==> config.mk <==
export PLATFORM = sky130hd
export DESIGN_NAME = fp_multiplier_param
export DESIGN_NICKNAME = d
export VERILOG_FILES = /design/src/rtl/fp_mul_pkg.sv /design/src/rtl/fp_classify.sv /design/src/rtl/fp_multiplier_param.sv
export SDC_FILE = /design/constraint.sdc
export NUM_CORES = 2
export LEC_CHECK = 0
export CAP_MARGIN = 30
export CORE_MARGIN = 5
export CORE_UTILIZATION = 67
export CTS_CLUSTER_SIZE = 16
export DETAILED_ROUTE_END_ITERATION = 12
export HOLD_SLACK_MARGIN = 0.08
export PLACE_DENSITY = 0.91
export SLEW_MARGIN = 20
export SYNTH_ARGS = -nofsm -noshare
export SYNTH_HDL_FRONTEND = slang
export SYNTH_HIERARCHICAL = 1
export SYNTH_SLANG_ARGS = --single-unit
==> constraint.sdc <==
create_clock -name clk -period 15.8 [get_ports clk]
set_clock_uncertainty 0.2 [all_clocks]
set_input_delay 2.37 -clock clk [delete_from_list [all_inputs] [get_ports clk]]
set_output_delay 2.37 -clock clk [all_outputs]
set_load 0.02 [all_outputs]
==> src/rtl/fp_mul_pkg.sv <==
// Shared encodings for the parametrised floating-point multiplier:
// FSM states, operand classes, rounding modes and flag bit positions.
package fp_mul_pkg;

  typedef enum logic [2:0] {
    S_IDLE  = 3'd0,
    S_CLASS = 3'd1,
    S_MUL   = 3'd2,
    S_NORM  = 3'd3,
    S_ROUND = 3'd4,
    S_PACK  = 3'd5,
    S_DONE  = 3'd6
  } state_e;

  typedef enum logic [1:0] {
    C_ZERO = 2'd0,
    C_INF  = 2'd1,
    C_NAN  = 2'd2,
    C_NUM  = 2'd3
  } class_e;

  localparam logic [1:0] RM_RNE = 2'b00;
  localparam logic [1:0] RM_RTZ = 2'b01;
  localparam logic [1:0] RM_RUP = 2'b10;
  localparam logic [1:0] RM_RDN = 2'b11;

  localparam int FLAG_INV = 3;
  localparam int FLAG_OVF = 2;
  localparam int FLAG_UNF = 1;
  localparam int FLAG_INX = 0;

endpackage

==> src/rtl/fp_classify.sv <==
// Combinational operand classifier. Subnormals report as ZERO (flushed);
// the sign bit is not needed here and is left to the caller.
module fp_classify
  import fp_mul_pkg::*;
#(
  parameter int EXP_W = 8,
  parameter int MAN_W = 23
) (
  input  logic [EXP_W+MAN_W-1:0] mag_i,
  output class_e                 cls_o,
  output logic                   snan_o
);

  logic [EXP_W-1:0] exp_f;
  logic [MAN_W-1:0] frac_f;

  assign exp_f  = mag_i[EXP_W+MAN_W-1:MAN_W];
  assign frac_f = mag_i[MAN_W-1:0];

  always_comb begin
    cls_o  = C_NUM;
    snan_o = 1'b0;
    if (exp_f == '0) begin
      cls_o = C_ZERO;
    end else if (&exp_f) begin
      if (frac_f == '0) begin
        cls_o = C_INF;
      end else begin
        cls_o  = C_NAN;
        snan_o = ~frac_f[MAN_W-1];
      end
    end
  end

endmodule

==> src/rtl/fp_multiplier_param.sv <==
// Multi-cycle IEEE-754 multiplier, format set by EXP_W/MAN_W, four rounding
// modes, flush-to-zero, canonical qNaN and a start/done handshake.
module fp_multiplier_param
  import fp_mul_pkg::*;
#(
  parameter int EXP_W = 8,
  parameter int MAN_W = 23
) (
  input  logic                   clk,
  input  logic                   rst,
  input  logic                   ready,
  input  logic [1:0]             rnd_mode,
  input  logic [EXP_W+MAN_W:0]   op1,
  input  logic [EXP_W+MAN_W:0]   op2,
  output logic [EXP_W+MAN_W:0]   res,
  output logic [3:0]             flags,
  output logic                   busy,
  output logic                   done
);

  // state   | meaning
  // S_IDLE  | waiting for ready; captures operands and rounding mode
  // S_CLASS | classify operands, resolve NaN/Inf/zero results
  // S_MUL   | significand product and biased exponent sum
  // S_NORM  | one-bit normalise, split into fraction/guard/round/sticky
  // S_ROUND | apply rounding mode, propagate fraction carry
  // S_PACK  | range check and assemble result (special results pass through)
  // S_DONE  | res/flags valid, done high for this single cycle

  localparam int W    = 1 + EXP_W + MAN_W;
  localparam int BIAS = 2**(EXP_W-1) - 1;
  localparam int PW   = 2*MAN_W + 2;
  localparam int XW   = EXP_W + 2;

  localparam logic [XW-1:0]    BIAS_X   = XW'(BIAS);
  localparam logic [XW-1:0]    ONE_X    = XW'(1);
  localparam logic [XW-1:0]    EXP_OVF  = XW'(2**EXP_W - 1);
  localparam logic [EXP_W-1:0] EXP_ONES = {EXP_W{1'b1}};
  localparam logic [EXP_W-1:0] EXP_MAXF = {{(EXP_W-1){1'b1}}, 1'b0};

  state_e            state_q;
  logic [W-1:0]      op1_q, op2_q;
  logic [1:0]        rm_q;
  logic              sign_q;
  logic [XW-1:0]     exp_q;
  logic [PW-1:0]     prod_q;
  logic [MAN_W-1:0]  frac_q;
  logic              g_q, r_q, st_q, inx_q;
  logic              spec_q;
  logic [W-1:0]      spec_res_q;
  logic [3:0]        spec_flags_q;
  logic [W-1:0]      res_q;
  logic [3:0]        flags_q;
  logic              busy_q, done_q;

  logic              s1, s2;
  logic [EXP_W-1:0]  e1, e2;
  logic [MAN_W-1:0]  f1, f2;
  class_e            cls1, cls2;
  logic              snan1, snan2;

  assign s1 = op1_q[W-1];
  assign s2 = op2_q[W-1];
  assign e1 = op1_q[W-2:MAN_W];
  assign e2 = op2_q[W-2:MAN_W];
  assign f1 = op1_q[MAN_W-1:0];
  assign f2 = op2_q[MAN_W-1:0];

  fp_classify #(.EXP_W(EXP_W), .MAN_W(MAN_W)) u_cls1 (
    .mag_i  (op1_q[W-2:0]),
    .cls_o  (cls1),
    .snan_o (snan1)
  );

  fp_classify #(.EXP_W(EXP_W), .MAN_W(MAN_W)) u_cls2 (
    .mag_i  (op2_q[W-2:0]),
    .cls_o  (cls2),
    .snan_o (snan2)
  );

  logic              spec_hit;
  logic [W-1:0]      spec_res;
  logic [3:0]        spec_flags;
  logic              zero_inf, any_nan;
  logic [PW-1:0]     prod_mul;
  logic [XW-1:0]     exp_mul;
  logic [PW-2:0]     prod_n;
  logic [XW-1:0]     exp_n;
  logic [MAN_W-1:0]  frac_n;
  logic              g_n, r_n, st_n;
  logic              inx_r, inc_r;
  logic [MAN_W:0]    frac_sum;
  logic [MAN_W-1:0]  frac_r;
  logic [XW-1:0]     exp_r;
  logic              unf_p, ovf_p;
  logic [W-1:0]      res_pk;
  logic [3:0]        flags_pk;

  always_comb begin
    // Special-operand resolution, in priority order NaN/0*Inf, Inf, zero.
    any_nan    = (cls1 == C_NAN) || (cls2 == C_NAN);
    zero_inf   = ((cls1 == C_ZERO) && (cls2 == C_INF)) ||
                 ((cls1 == C_INF) && (cls2 == C_ZERO));
    spec_hit   = 1'b0;
    spec_res   = '0;
    spec_flags = '0;
    if (any_nan || zero_inf) begin
      spec_hit             = 1'b1;
      spec_res             = {1'b0, EXP_ONES, 1'b1, {(MAN_W-1){1'b0}}};
      spec_flags[FLAG_INV] = zero_inf | snan1 | snan2;
    end else if ((cls1 == C_INF) || (cls2 == C_INF)) begin
      spec_hit = 1'b1;
      spec_res = {s1 ^ s2, EXP_ONES, {MAN_W{1'b0}}};
    end else if ((cls1 == C_ZERO) || (cls2 == C_ZERO)) begin
      spec_hit = 1'b1;
      spec_res = {s1 ^ s2, {(W-1){1'b0}}};
    end

    prod_mul = PW'({1'b1, f1}) * PW'({1'b1, f2});
    exp_mul  = {2'b00, e1} + {2'b00, e2} - BIAS_X;

    prod_n = prod_q[PW-1] ? prod_q[PW-2:0] : {prod_q[PW-3:0], 1'b0};
    exp_n  = prod_q[PW-1] ? exp_q + ONE_X : exp_q;
    frac_n = prod_n[PW-2 -: MAN_W];
    g_n    = prod_n[MAN_W];
    r_n    = prod_n[MAN_W-1];
    st_n   = |prod_n[MAN_W-2:0];

    inx_r = g_q | r_q | st_q;
    case (rm_q)
      RM_RNE:  inc_r = g_q & (r_q | st_q | frac_q[0]);
      RM_RUP:  inc_r = ~sign_q & inx_r;
      RM_RDN:  inc_r = sign_q & inx_r;
      default: inc_r = 1'b0;
    endcase
    frac_sum = {1'b0, frac_q} + {{MAN_W{1'b0}}, inc_r};
    frac_r   = frac_sum[MAN_W-1:0];
    exp_r    = frac_sum[MAN_W] ? exp_q + ONE_X : exp_q;

    unf_p    = exp_q[XW-1] || (exp_q == '0);
    ovf_p    = !exp_q[XW-1] && (exp_q >= EXP_OVF);
    res_pk   = {sign_q, exp_q[EXP_W-1:0], frac_q};
    flags_pk = {3'b000, inx_q};
    if (unf_p) begin
      res_pk             = {sign_q, {(W-1){1'b0}}};
      flags_pk           = '0;
      flags_pk[FLAG_UNF] = 1'b1;
      flags_pk[FLAG_INX] = 1'b1;
    end else if (ovf_p) begin
      flags_pk           = '0;
      flags_pk[FLAG_OVF] = 1'b1;
      flags_pk[FLAG_INX] = 1'b1;
      case (rm_q)
        RM_RTZ:  res_pk = {sign_q, EXP_MAXF, {MAN_W{1'b1}}};
        RM_RUP:  res_pk = sign_q ? {1'b1, EXP_MAXF, {MAN_W{1'b1}}}
                                 : {1'b0, EXP_ONES, {MAN_W{1'b0}}};
        RM_RDN:  res_pk = sign_q ? {1'b1, EXP_ONES, {MAN_W{1'b0}}}
                                 : {1'b0, EXP_MAXF, {MAN_W{1'b1}}};
        default: res_pk = {sign_q, EXP_ONES, {MAN_W{1'b0}}};
      endcase
    end
  end

  always_ff @(posedge clk) begin
    if (rst) begin
      state_q      <= S_IDLE;
      op1_q        <= '0;
      op2_q        <= '0;
      rm_q         <= RM_RNE;
      sign_q       <= 1'b0;
      exp_q        <= '0;
      prod_q       <= '0;
      frac_q       <= '0;
      g_q          <= 1'b0;
      r_q          <= 1'b0;
      st_q         <= 1'b0;
      inx_q        <= 1'b0;
      spec_q       <= 1'b0;
      spec_res_q   <= '0;
      spec_flags_q <= '0;
      res_q        <= '0;
      flags_q      <= '0;
      busy_q       <= 1'b0;
      done_q       <= 1'b0;
    end else begin
      case (state_q)
        S_IDLE: begin
          done_q <= 1'b0;
          if (ready) begin
            op1_q   <= op1;
            op2_q   <= op2;
            rm_q    <= rnd_mode;
            flags_q <= '0;
            busy_q  <= 1'b1;
            state_q <= S_CLASS;
          end
        end
        S_CLASS: begin
          sign_q       <= s1 ^ s2;
          spec_q       <= spec_hit;
          spec_res_q   <= spec_res;
          spec_flags_q <= spec_flags;
          // Special results take one pass through S_PACK: two-cycle latency.
          state_q      <= spec_hit ? S_PACK : S_MUL;
        end
        S_MUL: begin
          prod_q  <= prod_mul;
          exp_q   <= exp_mul;
          state_q <= S_NORM;
        end
        S_NORM: begin
          frac_q  <= frac_n;
          g_q     <= g_n;
          r_q     <= r_n;
          st_q    <= st_n;
          exp_q   <= exp_n;
          state_q <= S_ROUND;
        end
        S_ROUND: begin
          frac_q  <= frac_r;
          exp_q   <= exp_r;
          inx_q   <= inx_r;
          state_q <= S_PACK;
        end
        S_PACK: begin
          res_q   <= spec_q ? spec_res_q : res_pk;
          flags_q <= spec_q ? spec_flags_q : flags_pk;
          done_q  <= 1'b1;
          state_q <= S_DONE;
        end
        S_DONE: begin
          done_q  <= 1'b0;
          busy_q  <= 1'b0;
          state_q <= S_IDLE;
        end
        default: begin
          done_q  <= 1'b0;
          busy_q  <= 1'b0;
          state_q <= S_IDLE;
        end
      endcase
    end
  end

  assign res   = res_q;
  assign flags = flags_q;
  assign busy  = busy_q;
  assign done  = done_q;

endmodule

# ---- After elaboration in Yosys (flattened, before gate mapping)
# Index checks and enable logic that the tools add are counted.
dict set report totals {
  ff_bits 227
  input_bits 69
  out_inout_bits 38
  elab_cells 127
}
dict set report classes {
  add_sub_neg 4
  n_mul 1
  n_lt_le_gt_ge 1
  eq_ne 15
  muxes 42
  n_bitwise 14
  reduce_logical 31
}
# operator count
set ops {}
lappend ops {{32-bit two-way mux} 8}
lappend ops {{32-bit case mux with 3 select lines} 1}
lappend ops {{24-bit by 24-bit multiplier with 48-bit output} 1}
lappend ops {{47-bit two-way mux} 1}
lappend ops {{23-bit zero test} 2}
lappend ops {{23-bit case mux with 2 select lines} 1}
lappend ops {{10-bit case mux with 3 select lines} 1}
lappend ops {{23-bit by 1-bit adder with 24-bit output} 1}
lappend ops {{22-bit OR reduction} 1}
lappend ops {{10-bit two-way mux} 2}
lappend ops {{3-bit case mux with 6 select lines} 1}
lappend ops {{8-bit zero test} 2}
lappend ops {{8-bit AND reduction} 2}
lappend ops {{2-bit two-way mux} 6}
lappend ops {{3-bit two-way mux} 4}
lappend ops {{1-bit two-way mux} 11}
lappend ops {{10-bit by 1-bit adder with 10-bit output, second input constant} 1}
lappend ops {{10-bit by 8-bit greater-or-equal comparator with 1-bit output, second input constant} 1}
lappend ops {{10-bit zero test} 1}
lappend ops {{9-bit by 7-bit subtractor with 10-bit output, second input constant} 1}
lappend ops {{8-bit by 8-bit adder with 9-bit output} 1}
lappend ops {{2-bit equality test, second input constant} 4}
lappend ops {{4-bit two-way mux} 2}
lappend ops {{4-bit case mux with 2 select lines} 1}
lappend ops {{22 further kinds} 51}

# ---- Longest topological paths before layout
dict set report depth {
  depth_word 11
  mapped_depth 26
  depth_no_buf 24
}

# ---- Hierarchy
# Netlist, hierarchy kept.
# mod n_inst cells_each area_each_um2 seq_area_each_um2
set by_module_without_submodules {}
lappend by_module_without_submodules {fp_multiplier_param 1 3249 27383.8 3963.8}
lappend by_module_without_submodules {fp_classify 2 19 125.1 0.0}

# ---- Least setup slack after synthesis
# OpenSTA, ideal clock, no wires.
dict set report synth_timing {
  kind {reg2reg}
  from {register op1_q[19]}
  to {register prod_q[47]}
  setup_time_ps 117
  arrival_ps 6360
  t_required_ps 15483
  path_slack_ps 9122
  path_stages_with_launch 25
  path_buffers 2
  synth_period_minus_slack_ps 6678
  cell_sequence {dfxtp_1 > clkbuf_1 > nand2_1 > fa_1 > inv_1 > fa_1 > inv_1 > fa_1 > inv_1 > fa_1 > fa_1 > fa_1 > inv_1 > fa_1 > inv_1 > ha_1 > clkbuf_1 > a21oi_1 > o21bai_1 > a21oi_1 > o211ai_1 > o21ai_1 > a211oi_1 > or3_1 > a32o_1}
}
dict set report synth_between {
  elab_chain_len 1
}
# element line
set synth_lines {}
lappend synth_lines {{from (decl)} fp_multiplier_param.sv:42} ;# logic [W-1:0] op1_q, op2_q;
lappend synth_lines {{from (signal assigned)} fp_multiplier_param.sv:190} ;# op1_q <= op1;
lappend synth_lines {{24-bit by 24-bit multiplier with 48-bit output} fp_multiplier_param.sv:119} ;# prod_mul = PW'({1'b1, f1}) * PW'({1'b1, f2});
lappend synth_lines {{to (signal assigned)} fp_multiplier_param.sv:207} ;# prod_q <= prod_mul;
lappend synth_lines {{to (decl)} fp_multiplier_param.sv:46} ;# logic [PW-1:0] prod_q;
# No other way between the ends.
# A chain may end at the register's enable or synchronous reset.

# ---- Worst setup path after layout
dict set report layout_timing {
  from {register op1_q[8]}
  to {register prod_q[47]}
}
# The elaborated chain is that of the path after synthesis.

==> metrics list <==
* Top-area cell type share of the netlist area: 35.0%
- Critical Path Sink Type: flop
* Startpoint of the worst register-to-register path: op1_q[8]$_SDFFE_PP0P_
* All-layer global routing usage: 36.4%
* Hold Buf Count CTS: 0
- Mean post-synth cell area: 8.41 µm²
* Number of enable-type register cells in the synthesized netlist: 0
- Post-synthesis instance area: 0.0276 mm²
- Number of antenna violations at the first check in global routing: 1
- Max_slew headroom: 30.9%
* Final nets: 4038
* First-pass DRT Iterations: 6
* Post-synthesis cell type with the largest combined area: fa_1
* Die Area: 0.0454 mm²
- Summing the areas of all and, or, nand and nor instances in the mapped netlist gives 18.3% of the synthesized area.
- Proportion of synthesized chip area in sequential cells: 14.3%
* Remaining global-route overflow: 0
- Maximum clock frequency: 130 MHz
* Setup violation total in the final timing report: 0
- The critical path starts at op1_q[8]$_SDFFE_PP0P_.
* Cell at the root of the clock tree: clkbuf_16
* CTS H-tree depth: 4
- Post-CTS Resized: 0
- The number of nets in the synthesized netlist is 4033.
* Layout cell share with drive strength beyond 1: 3.36%
- The number of clock buffers added by TritonCTS is 17.
- For this configuration, the core starts out at a cell density of 67.7%.
- Number of primary I/O pins: 107
* Clock power frac: 14.1%
* Post-DR wirelength/cell: 21.1 µm
- Final weighted congestion of routability-driven global placement: 1.00
- Final period demand of the worst path: 7720 ps
* Transition time at the pin with the least slew margin: 1030 ps
* Top cells by area in the synthesized netlist: fa_1 (35%), dfxtp_1 (14%), ha_1 (8.8%)
- The startpoint identified for the worst hold timing path is res[19]$_SDFFE_PP0P_.
* Clock tree from TritonCTS: built
- Commonest non-fill, non-tap cells in the layout: inv_1 (610), nand2_1 (549), fa_1 (483), and2_1 (250), a21oi_1 (212)
- The tightest hold path in the finished design has a slack of 253 ps.
- The synthesized netlist devotes 10.2% of its cell area to compound gates.
- The tool flagged a number of max-cap violations equal to 0.
* Clock transition at path regs: 100 ps
- Worst-case clock buffer depth: 2
- Leading register cell type out of synthesis: dfxtp_1
* Horizontal extent of the die: 213 µm
- Along the worst path, the maximum fanout reaches 22.
- Dominant combinational cell family by area after synthesis: adder cells
- In this run the post-CTS setup repair buffer count came out at 0.
- For this run, the number of Yosys warnings is 6.
- Arrival time at the worst endpoint: 7850 ps
- For the worst-skew pair, the clock arrives at the later sink with an insertion delay of 460 ps.
- Sequential share of power: 20.0%
* Post-synthesis mux area share: 1.10%
* Routed via count: 23461
* Max-slew violation count: 0
- Counting flops and latches in the post-synthesis netlist gives 198.
- Relative to the synthesized area, the layout overhead comes to 7.89%.
* Number of design-rule violations left by the first detailed-router iteration: 2396
* Pwr Density: 112 mW/mm²
* Switching Share: 53.1%
- Summing the areas of all xor and xnor instances in the mapped netlist gives 1.55% of the synthesized area.
- In this run, the combinational gates consume 65.8% of the power.
- RSZ-0062 raised after global routing: false
* Synth Area in Adders: 43.8%
- Summed over all failing endpoints, the final setup total negative slack is 0 ps.
* Worst setup path category: reg2reg
* Clock Sinks: 198
- In this run the worst hold path is classified as reg2reg.
- DIE HEIGHT: 213 µm
- Leaving out fill and tap cells, the most frequent cell in the layout is inv_1.
- The final layout contains routed wiring with a total length of 80.9 mm.
* Row count: 74
* Final Hold Viols: 0
- Mapped Cells: 3287
- Vias in the first global route: 24759
- Worst path required time: 15930 ps
- Outcome: complete, no violations
- Synth cell types: 77
- In the finished design, the share of the clock period the worst path needs comes to 48.9%.
* Detailed-route DRC error count: 0
- FFs w/ async S/R, synth: 0%
- Core box area: 0.0408 mm²
- Peak supply drop: 0.0000800 V
* Net switching power figure: 1770 µW
- Entering global routing, the biggest net connects 98 pins.
* Worst Setup Start Kind: flop
- The internal power of the cells totals 1560 µW.
- Average vias per placed instance: 6.11
- The first global-routing pass estimated 129 mm of wire.
- After legalization and detailed placement, the total HPWL measured 60.6 mm.
* Port Buffers: 106
- Number of nets with antenna violations after detailed routing: 0
* Static Leak: 0.0138 µW
[flip-flops by register name, summed over array words and instances, names as in the netlist]
name / cells
prod_q: 48
op1_q: 32
op2_q: 32
res: 32
frac_q: 23
exp_q: 10
flags: 4
spec_res_q: 3
state_q: 3
rm_q: 2
busy: 1
done: 1
g_q: 1
inx_q: 1
r_q: 1
sign_q: 1
spec_flags_q: 1
spec_q: 1
st_q: 1
[synth_stat cells, types with 36 or more instances]
master,instances
and2_1,250
clkbuf_1,172
fa_1,483
xnor2_1,36
nor2_1,128
nand2_1,550
a21oi_1,212
ha_1,194
dfxtp_1,198
inv_1,610
o21ai_0,83
[metrics by stage]
step | power [µW] | setup WS, ps | instances | cell area [µm²] | util (%)
3_5_place_dp | 2800 | 8170 | 3803 | 29100 | 71.3
5_1_grt | 3580 | 7740 | 3838 | 29800 | 73.0
2_1_floorplan | 2120 | 9120 | 3287 | 27600 | -
4_1_cts | 3280 | 8140 | 3835 | 29800 | 72.9
6_report | 3330 | 8080 | 3838 | 29800 | 73.0
3_3_place_gp | 2710 | 8260 | 3803 | 29100 | 71.3
[worst max-delay path, stage by stage (launching register included)]
cell and delay, ps:
dfxtp_1 1010, inv_1 300, nor2_1 210, fa_1 450
fa_1 510, inv_1 50, fa_1 480, inv_1 60
fa_1 500, inv_1 60, fa_1 530, inv_1 50
fa_1 470, inv_1 50, fa_1 490, inv_1 40
ha_1 350, a21oi_1 240, a311oi_1 190, o2bb2ai_1 200
o21ai_1 350, a211oi_1 150, or3_1 380, a32o_1 260
[final cells by class]
type,instances,area [µm²]
inverters,613,2300
diodes,1,2.50
fillers,2936,11000
multi-input cells,2300,20700
well taps,532,666
clock inverters,15,224
clock buffers,17,425
repair buffers,162,1520
flip-flops and latches,198,3970
[worst paths after layout]
path / slack [ps] / to / depth (start not counted)
worst min register to register: 250 / res[19]$_SDFFE_PP0P_ / 2
worst min-delay path: 250 / res[19]$_SDFFE_PP0P_ / 2
worst max register to register: 8080 / prod_q[47]$_SDFFE_PP0P_ / 23
worst max-delay path: 8080 / prod_q[47]$_SDFFE_PP0P_ / 23
[cell families (layout without fill, tap and decap cells)]
family                   Yosys count  in the layout
AND/OR/NAND/NOR                 1083           1083
buffers and inverters            789            807
adder cells (fa/ha/maj)          677            677
AO/OA/AOI/OAI                    461            461
flip-flops                       198            198
XOR/XNOR                          49             49
multiplexers                      30             30
other                              0              1
[power groups by stage]
stage / Sequential [µW] / Combinational (µW) / Clock [µW]
3_3_place_gp: 667 / 2040 / 0
5_1_grt: 677 / 2410 / 492
2_1_floorplan: 668 / 1450 / 0
4_1_cts: 662 / 2140 / 472
3_5_place_dp: 673 / 2120 / 0
6_report: 667 / 2190 / 471
[metal layers]
| layer | up-vias | track usage, % | share of wire, % |
|---|---|---|---|
| li1 | 10178 | - | - |
| met1 | 11504 | 44.8 | 35 |
| met5 | - | 0 | 0 |
| met4 | 0 | 20.4 | 6.9 |
| met2 | 1370 | 60.0 | 47 |
| met3 | 409 | 7.93 | 10 |
Note: power is estimated with default switching activity, not from simulation.
